**src/rtl/tl_source_shrinker.sv**
```systemverilog
// TileLink A/D source-ID shrinker: maps a wide host source space onto a
// small pool of device source slots. Each first A beat takes the lowest free
// slot and its host source goes into a slot table. D responses are translated
// back through that table, and the slot is released on the last D beat.

// Protocol checker: a D beat must only arrive on a slot that is outstanding.
module tl_source_shrinker_chk #(
    parameter int DeviceSourceWidth = 2
) (
    input logic                              clk_i,
    input logic                              rst_i,
    input logic                              d_fire,
    input logic [DeviceSourceWidth-1:0]      d_source,
    input logic [(2**DeviceSourceWidth)-1:0] busy
);

    d_on_busy_slot_a: assert property (@(posedge clk_i) disable iff (rst_i) d_fire |-> busy[d_source]);

endmodule

module tl_source_shrinker #(
    parameter int HostSourceWidth   = 8,
    parameter int DeviceSourceWidth = 2,
    parameter int SinkWidth         = 1,
    parameter int AddrWidth         = 56,
    parameter int DataWidth         = 64,
    parameter int SizeWidth         = 3
) (
    input  logic                         clk_i,
    input  logic                         rst_i,
    // host A
    input  logic                         host_a_valid,
    output logic                         host_a_ready,
    input  logic [2:0]                   host_a_opcode,
    input  logic [2:0]                   host_a_param,
    input  logic [SizeWidth-1:0]         host_a_size,
    input  logic [HostSourceWidth-1:0]   host_a_source,
    input  logic [AddrWidth-1:0]         host_a_address,
    input  logic [DataWidth/8-1:0]       host_a_mask,
    input  logic                         host_a_corrupt,
    input  logic [DataWidth-1:0]         host_a_data,
    // device A
    output logic                         device_a_valid,
    input  logic                         device_a_ready,
    output logic [2:0]                   device_a_opcode,
    output logic [2:0]                   device_a_param,
    output logic [SizeWidth-1:0]         device_a_size,
    output logic [DeviceSourceWidth-1:0] device_a_source,
    output logic [AddrWidth-1:0]         device_a_address,
    output logic [DataWidth/8-1:0]       device_a_mask,
    output logic                         device_a_corrupt,
    output logic [DataWidth-1:0]         device_a_data,
    // device D
    input  logic                         device_d_valid,
    output logic                         device_d_ready,
    input  logic [2:0]                   device_d_opcode,
    input  logic [1:0]                   device_d_param,
    input  logic [SizeWidth-1:0]         device_d_size,
    input  logic [DeviceSourceWidth-1:0] device_d_source,
    input  logic [SinkWidth-1:0]         device_d_sink,
    input  logic                         device_d_denied,
    input  logic                         device_d_corrupt,
    input  logic [DataWidth-1:0]         device_d_data,
    // host D
    output logic                         host_d_valid,
    input  logic                         host_d_ready,
    output logic [2:0]                   host_d_opcode,
    output logic [1:0]                   host_d_param,
    output logic [SizeWidth-1:0]         host_d_size,
    output logic [HostSourceWidth-1:0]   host_d_source,
    output logic [SinkWidth-1:0]         host_d_sink,
    output logic                         host_d_denied,
    output logic                         host_d_corrupt,
    output logic [DataWidth-1:0]         host_d_data,
    // unused B/C/E channels tied off
    output logic                         host_b_valid,
    output logic                         device_b_ready,
    output logic                         device_c_valid,
    output logic                         host_c_ready,
    output logic                         device_e_valid,
    output logic                         host_e_ready
);

    localparam int N        = 2 ** DeviceSourceWidth;
    localparam int Bb       = DataWidth / 8;
    localparam int BbShift  = $clog2(Bb);
    localparam int CntWidth = 2 ** SizeWidth;
    localparam int CntW1    = CntWidth + 1;

    localparam logic [CntWidth-1:0] CntZero = {CntWidth{1'b0}};
    localparam logic [CntWidth-1:0] CntOne  = {{(CntWidth-1){1'b0}}, 1'b1};
    localparam logic [CntW1-1:0]    BbVal   = CntW1'(Bb);

    localparam logic [2:0] OpPutFull    = 3'd0;
    localparam logic [2:0] OpPutPartial = 3'd1;
    localparam logic [2:0] OpAckData    = 3'd1;

    // Beats in a message: one unless it carries data wider than a single beat.
    function automatic logic [CntWidth-1:0] beats_f(input logic [SizeWidth-1:0] size,
                                                    input logic has_data);
        logic [CntW1-1:0] bytes_v;
        bytes_v = {{CntWidth{1'b0}}, 1'b1} << size;
        if (!has_data || (bytes_v <= BbVal)) begin
            beats_f = CntOne;
        end else begin
            beats_f = CntWidth'(bytes_v >> BbShift);
        end
    endfunction

    logic [N-1:0]                 busy_r;
    logic [HostSourceWidth-1:0]   tbl_r [N];
    logic [CntWidth-1:0]          a_cnt_r;
    logic [DeviceSourceWidth-1:0] a_slot_r;
    logic                         a_lock_r;
    logic [CntWidth-1:0]          d_cnt_r;

    logic [DeviceSourceWidth-1:0] cand_s;
    logic                         found_s;
    logic                         a_first_s;
    logic [DeviceSourceWidth-1:0] a_slot_s;
    logic                         a_ok_s;
    logic                         a_fire_s;
    logic [CntWidth-1:0]          a_beats_s;
    logic                         d_fire_s;
    logic [CntWidth-1:0]          d_beats_s;
    logic                         d_last_s;
    logic [N-1:0]                 busy_nxt_s;

    // Lowest-index free slot, scanned from the registered busy vector only.
    always_comb begin
        cand_s  = {DeviceSourceWidth{1'b0}};
        found_s = 1'b0;
        for (int i = N - 1; i >= 0; i--) begin
            cand_s  = busy_r[i] ? cand_s : DeviceSourceWidth'(i);
            found_s = found_s | ~busy_r[i];
        end
    end

    // A-side slot selection: a locked offer or a later burst beat keeps its slot.
    assign a_first_s = (a_cnt_r == CntZero);
    assign a_slot_s  = (a_first_s && !a_lock_r) ? cand_s : a_slot_r;
    assign a_ok_s    = !a_first_s || a_lock_r || found_s;
    assign a_beats_s = beats_f(host_a_size, (host_a_opcode == OpPutFull) || (host_a_opcode == OpPutPartial));

    assign device_a_valid   = !rst_i && host_a_valid && a_ok_s;
    assign host_a_ready     = !rst_i && device_a_ready && a_ok_s;
    assign a_fire_s         = host_a_valid && host_a_ready;
    assign device_a_opcode  = host_a_opcode;
    assign device_a_param   = host_a_param;
    assign device_a_size    = host_a_size;
    assign device_a_source  = a_slot_s;
    assign device_a_address = host_a_address;
    assign device_a_mask    = host_a_mask;
    assign device_a_corrupt = host_a_corrupt;
    assign device_a_data    = host_a_data;

    // D-side translation and last-beat detection.
    assign d_beats_s      = beats_f(device_d_size, device_d_opcode == OpAckData);
    assign host_d_valid   = !rst_i && device_d_valid;
    assign device_d_ready = !rst_i && host_d_ready;
    assign d_fire_s       = device_d_valid && device_d_ready;
    assign d_last_s       = (d_cnt_r == CntZero) ? (d_beats_s == CntOne) : (d_cnt_r == CntOne);
    assign host_d_opcode  = device_d_opcode;
    assign host_d_param   = device_d_param;
    assign host_d_size    = device_d_size;
    assign host_d_source  = tbl_r[device_d_source];
    assign host_d_sink    = device_d_sink;
    assign host_d_denied  = device_d_denied;
    assign host_d_corrupt = device_d_corrupt;
    assign host_d_data    = device_d_data;

    assign host_b_valid   = 1'b0;
    assign device_b_ready = 1'b1;
    assign device_c_valid = 1'b0;
    assign host_c_ready   = 1'b1;
    assign device_e_valid = 1'b0;
    assign host_e_ready   = 1'b1;

    // Next busy vector: release on last D beat, claim on first A beat.
    always_comb begin
        busy_nxt_s = busy_r;
        if (d_fire_s && d_last_s) begin
            busy_nxt_s[device_d_source] = 1'b0;
        end else begin
            busy_nxt_s = busy_nxt_s;
        end
        if (a_fire_s && a_first_s) begin
            busy_nxt_s[a_slot_s] = 1'b1;
        end else begin
            busy_nxt_s = busy_nxt_s;
        end
    end

    // Slot state, A burst tracking/offer lock and D beat counter.
    always_ff @(posedge clk_i) begin
        if (rst_i) begin
            busy_r   <= {N{1'b0}};
            a_cnt_r  <= CntZero;
            a_slot_r <= {DeviceSourceWidth{1'b0}};
            a_lock_r <= 1'b0;
            d_cnt_r  <= CntZero;
        end else begin
            busy_r <= busy_nxt_s;
            if (a_fire_s) begin
                if (a_first_s) begin
                    if (a_beats_s > CntOne) begin
                        a_cnt_r  <= a_beats_s - CntOne;
                        a_lock_r <= 1'b1;
                        a_slot_r <= a_slot_s;
                    end else begin
                        a_lock_r <= 1'b0;
                    end
                end else begin
                    a_cnt_r <= a_cnt_r - CntOne;
                    if (a_cnt_r == CntOne) begin
                        a_lock_r <= 1'b0;
                    end
                end
            end else if (host_a_valid && a_first_s && a_ok_s && !device_a_ready) begin
                a_lock_r <= 1'b1;
                a_slot_r <= a_slot_s;
            end
            if (d_fire_s) begin
                d_cnt_r <= (d_cnt_r == CntZero) ? (d_beats_s - CntOne) : (d_cnt_r - CntOne);
            end
        end
    end

    // Host source table; written when a slot is claimed, deliberately not reset.
    always_ff @(posedge clk_i) begin
        if (a_fire_s && a_first_s) begin
            tbl_r[a_slot_s] <= host_a_source;
        end
    end

    tl_source_shrinker_chk #(
        .DeviceSourceWidth(DeviceSourceWidth)
    ) u_chk (
        .clk_i   (clk_i),
        .rst_i   (rst_i),
        .d_fire  (d_fire_s),
        .d_source(device_d_source),
        .busy    (busy_r)
    );

endmodule

```
**config.mk**
```make
export PLATFORM = sky130hd
export DESIGN_NAME = tl_source_shrinker
export DESIGN_NICKNAME = d
export VERILOG_FILES = /design/src/rtl/tl_source_shrinker.sv
export SDC_FILE = /design/constraint.sdc
export NUM_CORES = 1
export LEC_CHECK = 0
export ABC_AREA = 1
export ABC_CLOCK_PERIOD_IN_PS = 2600
export CAP_MARGIN = 20
export CELL_PAD_IN_SITES_DETAIL_PLACEMENT = 0
export CELL_PAD_IN_SITES_GLOBAL_PLACEMENT = 1
export CORE_AREA = 8 8 175 177
export CTS_BUF_LIST = sky130_fd_sc_hd__clkbuf_4
export CTS_CLUSTER_SIZE = 14
export DETAILED_ROUTE_END_ITERATION = 10
export DIE_AREA = 0 0 183 185
export PLACE_DENSITY = 0.78
export SETUP_SLACK_MARGIN = 0.1
export SYNTH_ARGS = -nofsm -noshare
export SYNTH_HDL_FRONTEND = slang
export SYNTH_SLANG_ARGS = --single-unit
```
**constraint.sdc**
```tcl
create_clock -name clk_i -period 2.6 [get_ports clk_i]
set_clock_uncertainty 0.1 [all_clocks]
set_input_delay 0.26 -clock clk_i [delete_from_list [all_inputs] [get_ports clk_i]]
set_output_delay 0.26 -clock clk_i [all_outputs]
set_load 0.005 [all_outputs]
```
==> impl_metrics.py, run 1 <==
metrics = {
    "power": {
        "power_leakage_nw": 1.54,
        "sw_frac_of_total_pct": 33.1,
        "ir_worst_vdd_v": 0.000171,
        "internal_power_w": 0.00129,
        "clock_power_share_pct": 21.7,
        "combPwrFrac_pct": 27.5,
        "p_seq_share_pct": 50.8,
        "switchingPower_w": 0.000636,
        "power_density_mw_per_mm2": 472,
    },
    "placement": {
        "pre_cts_slack_ns": 0.266,
        "io_buffers": 51,
        "gp_congestion": 0.765,
        "dpl.hpwl_um": 12000,
    },
    "critical_path": {
        "arrival_ns": 1.98,
        "r2r_end": "tbl_r[2][0]",
        "worstPathCellList": "inv_1, ha_2, nand2_4, nor2_8, nand3_4, nand2_1, inv_1, clkdlybuf4s50_1",
        "path_buf_inv": 3,
        "critPathLaunchType": "register",
        "worst_ep_required_time_ns": 2.24,
        "crit_family": "buffers and inverters",
        "reg2reg_depth": 9,
        "crit_fanout": 5,
        "r2r_start": "a_cnt_r[0]",
        "slowest_stage": "clkdlybuf4s50_1",
        "rrSetupSlack_ns": 0.48,
        "endpoint_kind": "primary output",
        "worst_path_largest_cell_delay_ns": 0.47,
        "critical_path_class": "reg2out",
        "cp_common_cell": "inv_1",
    },
    "floorplan": {
        "die_width_um": 183,
        "die_area_mm2": 0.0339,
        "rows": 62,
        "die_h_um": 185,
        "io_pins": 462,
        "core-area_mm2": 0.0281,
        "start_util_pct": 16.4,
    },
    "synthesis": {
        "ys.flop_type": "edfxtp_1",
        "synth_edf_count": 32,
        "ys_seq_area_share_pct": 30.8,
        "ys_types": 39,
        "ys_async_sr_fraction_pct": 0,
        "syn_inst": 567,
        "synthesis.area_mm2": 0.00461,
        "yosys_warnings": 0,
        "syn_area_per_cell_um2": 8.14,
        "ys_ff_latch": 55,
    },
    "cells_and_area": {
        "nets": 651,
        "n_fill_cell": 3241,
        "drive_gt1_share_pct": 9.90,
        "area_delta_synth_final_pct": -11.7,
        "diodes": 0,
    },
    "detailed_routing": {
        "top_layer": "met5",
        "drt_pre_antenna_iters": 4,
        "drtIter0Drc": 140,
        "m1WireLength_um": 3820,
        "wl_per_cell_um": 17.7,
        "drcViolationCount": 0,
        "dr_wl_met3_um": 3270,
        "vias_per_cell": 3.44,
        "final_antenna_net_count": 0,
        "vias": 2748,
        "routed_wl_um": 14100,
        "wl_met2_um": 6370,
    },
    "cts": {
        "insertion_delay_ns": 0.40,
        "cts_made_buffers": 5,
        "cts_tree": "done",
        "cts_root_buf": "clkbuf_4",
        "cts_hold_buf": 0,
        "clk_pin_slew_ns": 0.18,
        "htreeDepth": 2,
        "clockBufferDepth": 2,
        "clock_sinks": 55,
    },
    "min_path": {
        "min_path_type": "in2reg",
        "min_from": "host_a_source[4]",
        "hold_end": "tbl_r[2][4]",
        "min_path_cells": 1,
    },
    "timing": {
        "post-route-min-period_ns": 2.34,
        "rsz0062_at_grt": "no",
        "hold_viol_final": 0,
        "fmax_mhz": 426,
        "setup_ws_ns": 0.255,
        "fin_crit_sh_pct": 90.2,
        "drv_slew": 0,
        "setup_viol": 0,
        "tns_ns": 0,
    },
    "global_route": {
        "globalRouteTotalUtil_pct": 7.67,
        "grt_max_degree": 20,
        "gr-total-overflow": 0,
        "grt_pass1_wl_um": 18800,
        "antenna_found_initial": 0,
        "grt_pass1_vias": 2619,
    },
    "run_status": {
        "outcome": "completed",
    },
    "run": {
        "cap_violations": 0,
    },
}
registers in the layout, summed over array words and instances, names as in the netlist:
name,count
a_cnt_r,8
tbl_r,32
a_slot_r,2
a_lock_r,1
busy_r,4
d_cnt_r,8
stage by stage:
stage	power, W	area (µm²)	hold WS [ns]	util [%]	cells
finish	0.00192	4070	0.390	14.5	798
global route	0.00205	4070	0.340	14.5	798
CTS	0.00196	4060	0.358	14.5	798
detailed placement	0.00152	3990	0.372	14.2	789
global placement	0.00152	3990	0.366	14.2	789
floorplan	0.00161	4630	0.259	-	571
worst max path at each step:
stage / startpoint / end / slack, ns / cells past startpoint
finish: a_cnt_r[0] / host_a_ready / 0.26 / 8
global route: a_cnt_r[7] / host_a_ready / 0.11 / 7
CTS: a_cnt_r[0] / device_a_source[0] / 0.10 / 8
detailed placement: device_d_source[0] / host_d_source[0] / 0.27 / 7
global placement: device_d_source[0] / host_d_source[7] / 0.29 / 7
floorplan: a_cnt_r[0] / tbl_r[3][0] / 0.57 / 9
timing repair:
| action | 4_1_cts | 5_1_grt |
|---|---|---|
| buffers inserted | 1 | 0 |
| setup endpoints to repair | 4 | 4 |
| pin swaps | 1 | 0 |
| resized for setup | 0 | 6 |
cell usage in the layout, fill, tap and decap left out, drive strengths merged, types with 2 or more instances in the layout:
| cell | synthesis | layout |
|---|---|---|
| nand3 | 37 | 37 |
| dlymetal6s2s | 0 | 2 |
| buf | 223 | 7 |
| a21boi | 2 | 2 |
| nand4 | 4 | 4 |
| conb | 2 | 6 |
| edfxtp | 32 | 32 |
| dfxtp | 23 | 23 |
| nand2 | 75 | 75 |
| o21ai | 20 | 20 |
| a22oi | 12 | 12 |
| o211ai | 3 | 3 |
| clkbuf | 0 | 5 |
| ha | 9 | 9 |
| nor2 | 50 | 50 |
| clkinv | 2 | 3 |
| a21oi | 17 | 17 |
| clkdlybuf4s50 | 0 | 49 |
| xor2 | 4 | 4 |
| inv | 42 | 43 |
logic make-up (layout without fill, tap and decap cells):
group	count (synthesis)	in the layout	synth area share, %
mux	1	1	0.217
fa+ha+maj	9	9	2.44
xor+xnor	4	4	0.759
buf+inv	267	110	40.0
compound gates	60	60	8.00
other cells	2	6	0.163
simple gates	169	169	17.7
flops	55	55	30.8
area by class of cell:
| type | count | area [µm²] | area share, % |
|---|---|---|---|
| clock buffer | 5 | 37.5 | 0.922 |
| multi-input combinational | 249 | 1370 | 33.6 |
| inverter | 44 | 168 | 4.12 |
| tap | 384 | 480 | 11.8 |
| timing repair buffer | 58 | 568 | 13.9 |
| sequential | 55 | 1420 | 34.9 |
| clock inverter | 3 | 27.5 | 0.676 |
routing by layer:
layer	GRT usage, %	up-vias
li1	-	1295
met1	5.84	1171
met2	11.9	215
met3	8.45	65
met4	3.61	2
met5	1.33	-
Yosys cell counts, drive strengths merged (2+ instances only):
cell      n  area, µm²
conb      2       7.51
buf     223       1680
a21boi    2       15.0
a21oi    17       96.4
xor2      4       35.0
o211ai    3       22.5
nand4     4       25.0
nand2    75        304
clkinv    2       7.51
a22oi    12       90.1
edfxtp   32        961
ha        9        113
nand3    37        223
o21ai    20        100
nor2     50        243
dfxtp    23        460
inv      42        160
worst reg2reg max path, stage by stage (launching register included):
cell	delay [ns]
dfxtp_2	0.37
inv_1	0.10
ha_2	0.21
nand2_4	0.07
nor2_8	0.12
buf_4	0.21
inv_4	0.08
nor2_8	0.13
nand2_1	0.11
inv_1	0.31
power groups by stage:
stage,Clock (W),Combinational (W),Sequential [W]
after floorplan,0,0.000619,0.000990
after global placement,0,0.000522,0.000994
after detailed placement,0,0.000525,0.000995
after CTS,0.000444,0.000535,0.000976
after global routing,0.000477,0.000591,0.000981
final,0.000417,0.000529,0.000977
No activity file was read; power rests on OpenSTA's default activity.
==> run 2: changes to the inputs <==
ABC_CLOCK_PERIOD_IN_PS = default   (was 2600)
==> results of run 2 <==
Same layout as run 1: the final DEF is identical, and so are final timing and power.
==> run 3: changes to the inputs <==
CTS_CLUSTER_DIAMETER = 100   (was default)
REMOVE_ABC_BUFFERS = 1   (was default)
SYNTH_HIERARCHICAL = 1   (was default)
==> impl_metrics.py, run 3 <==
metrics = {
    "floorplan": {
        "start_util_pct": 16.4,
        "die_area_mm2": 0.0339,
        "die_width_um": 183,
        "rows": 62,
        "core-area_mm2": 0.0281,
        "io_pins": 462,
        "die_h_um": 185,
    },
    "power": {
        "power_leakage_nw": 1.53,
        "ir_worst_vdd_v": 0.000171,
        "power_density_mw_per_mm2": 480,
    },
    "synthesis": {
        "syn_area_per_cell_um2": 8.14,
        "synth_top_area_share_pct": 35.6,
        "synthesis.area_mm2": 0.00461,
        "synth_edf_count": 32,
        "ys.flop_type": "edfxtp_1",
        "ys_types": 39,
        "ys_ff_latch": 55,
        "yosys.area.top_type": "buf_4",
        "yosys-top-cells-area": "buf_4, edfxtp_1, dfxtp_1, nand2_1, nand3_1",
        "synth.most_common_cell": "buf_4",
        "syn_inst": 567,
        "yosys_warnings": 6,
        "ys_seq_area_share_pct": 30.8,
        "ys_async_sr_fraction_pct": 0,
        "synth_common_cells": "buf_4, nand2_1, nor2_1",
    },
    "timing": {
        "setup_ws_ns": 0.199,
        "rsz0062_at_grt": "no",
        "tns_ns": 0,
        "drv_slew": 0,
        "hold_viol_final": 0,
        "post-route-min-period_ns": 2.40,
        "holdWs_ns": 0.365,
        "fin_crit_sh_pct": 92.3,
        "setup_viol": 0,
        "fmax_mhz": 417,
    },
    "cts": {
        "clk_pin_slew_ns": 0.18,
        "cts_root_buf": "clkbuf_4",
        "clockBufferDepth": 2,
        "htreeDepth": 2,
        "insertion_delay_ns": 0.41,
        "cts_hold_buf": 0,
        "cts_tree": "done",
        "cts_made_buffers": 5,
        "clock_sinks": 55,
    },
    "cells_and_area": {
        "drive_gt1_share_pct": 10.3,
        "register_area_mm2": 0.00142,
        "n_fill_cell": 3240,
        "area_delta_synth_final_pct": -11.3,
        "diodes": 0,
        "largest-register": "tbl_r",
        "largest_register_ff_count": 32,
        "nets": 653,
        "top_regs": "tbl_r (32), a_cnt_r (8), d_cnt_r (8)",
        "multiInputGateArea_mm2": 0.00138,
        "final_common_cell": "nand2_1",
        "layout_common_cells": "nand2_1, clkdlybuf4s50_1, nor2_1",
    },
    "detailed_routing": {
        "vias": 3357,
        "final_antenna_net_count": 0,
        "drt_pre_antenna_iters": 4,
        "drtIter0Drc": 282,
        "drcViolationCount": 0,
        "vias_per_cell": 4.20,
        "wl_per_cell_um": 67.9,
        "routed_wl_um": 54300,
    },
    "critical_path": {
        "critPathLaunchType": "register",
        "arrival_ns": 2.04,
        "slowest_stage": "clkdlybuf4s50_1",
        "worst_ep_required_time_ns": 2.24,
        "critical_path_class": "reg2out",
        "crit_fanout": 5,
        "endpoint_kind": "primary output",
        "worst_path_largest_cell_delay_ns": 0.54,
        "worstPathCellList": "inv_1, ha_4, nand2_4, nor2_8, nand3_1, nand2_2, clkdlybuf4s50_1",
    },
    "global_route": {
        "gr-total-overflow": 0,
        "globalRouteTotalUtil_pct": 30.9,
        "antenna_found_initial": 0,
        "grt_pass1_vias": 2945,
        "grt_max_degree": 20,
        "grt_pass1_wl_um": 60100,
    },
    "run": {
        "cap_violations": 0,
    },
    "placement": {
        "dpl.hpwl_um": 51800,
        "gp_congestion": 1.22,
        "io_buffers": 51,
        "pre_cts_slack_ns": 0.284,
    },
    "min_path": {
        "min_path_type": "in2reg",
    },
    "run_status": {
        "outcome": "completed",
    },
}
[run 3: cell counts after synthesis]
No cell type changed its count.
[run 3: path summary, 6_finish.rpt]
kind | slack [ns] | from | end | cells past startpoint
worst max-delay path | 0.20 | a_cnt_r[1] | device_a_source[0] | 7
worst max register to register | 0.44 | a_cnt_r[1] | tbl_r[0][7] | 11
worst min-delay path | 0.36 | host_a_source[4] | tbl_r[0][4] | 1
worst min register to register | 0.40 | a_lock_r | a_lock_r | 2
[run 3: cell families (layout without fill, tap and decap cells)]
kind of cell    Yosys count  in the layout  share of synthesized area (%)
xor+xnor                  4              4                          0.759
other cells               2              6                          0.163
fa+ha+maj                 9              9                           2.44
buf+inv                 267            112                           40.0
compound gates           60             60                           8.00
simple gates            169            169                           17.7
mux                       1              1                          0.217
flops                    55             55                           30.8
[run 3: metal layers]
| layer | part of all wire [%] | vias up | GRT usage [%] | routed length (µm) |
|---|---|---|---|---|
| li1 | - | 1298 | - | - |
| met1 | 12 | 1405 | 9.16 | 6280 |
| met2 | 49 | 558 | 53.6 | 26400 |
| met3 | 31 | 84 | 46.6 | 16900 |
| met4 | 8.2 | 12 | 20.9 | 4440 |
| met5 | 0.54 | - | 6.95 | 293 |
[run 3: metrics by stage]
stage | utilization [%] | area (µm²) | power [W] | instances
after floorplan | - | 2950 | 0.00132 | 348
after global placement | 14.2 | 3990 | 0.00152 | 789
after detailed placement | 14.2 | 3990 | 0.00153 | 789
after CTS | 14.5 | 4060 | 0.00197 | 798
after global routing | 14.6 | 4090 | 0.00208 | 800
final | 14.6 | 4090 | 0.00196 | 800
[run 3: timing repair]
action                     4_1_cts  5_1_grt
setup endpoints to repair        4        4
gates resized for setup          1        5
pin swaps                        1        1
buffers inserted                 1        2
[run 3: cell type report]
class | instances | area share, %
tap | 384 | 11.7
timing repair buffer | 60 | 14.2
multi-input combinational | 249 | 33.7
sequential | 55 | 34.8
clock inverter | 3 | 0.611
clock buffer | 5 | 0.917
inverter | 44 | 4.10
[run 3: critical path: cells and delay by family (launching register included)]
family | cells | cell delay (ns)
buffers and inverters | 2 | 0.68
flip-flops | 1 | 0.35
adder cells (fa/ha/maj) | 1 | 0.17
AND/OR/NAND/NOR | 4 | 0.42
[run 3: power breakdown]
group	leakage, nW	total, W	switching, W	internal (W)
registers	0.477	0.000977	0.0000208	0.000956
logic	1.02	0.000551	0.000328	0.000223
clock network	0.0322	0.000436	0.000323	0.000113
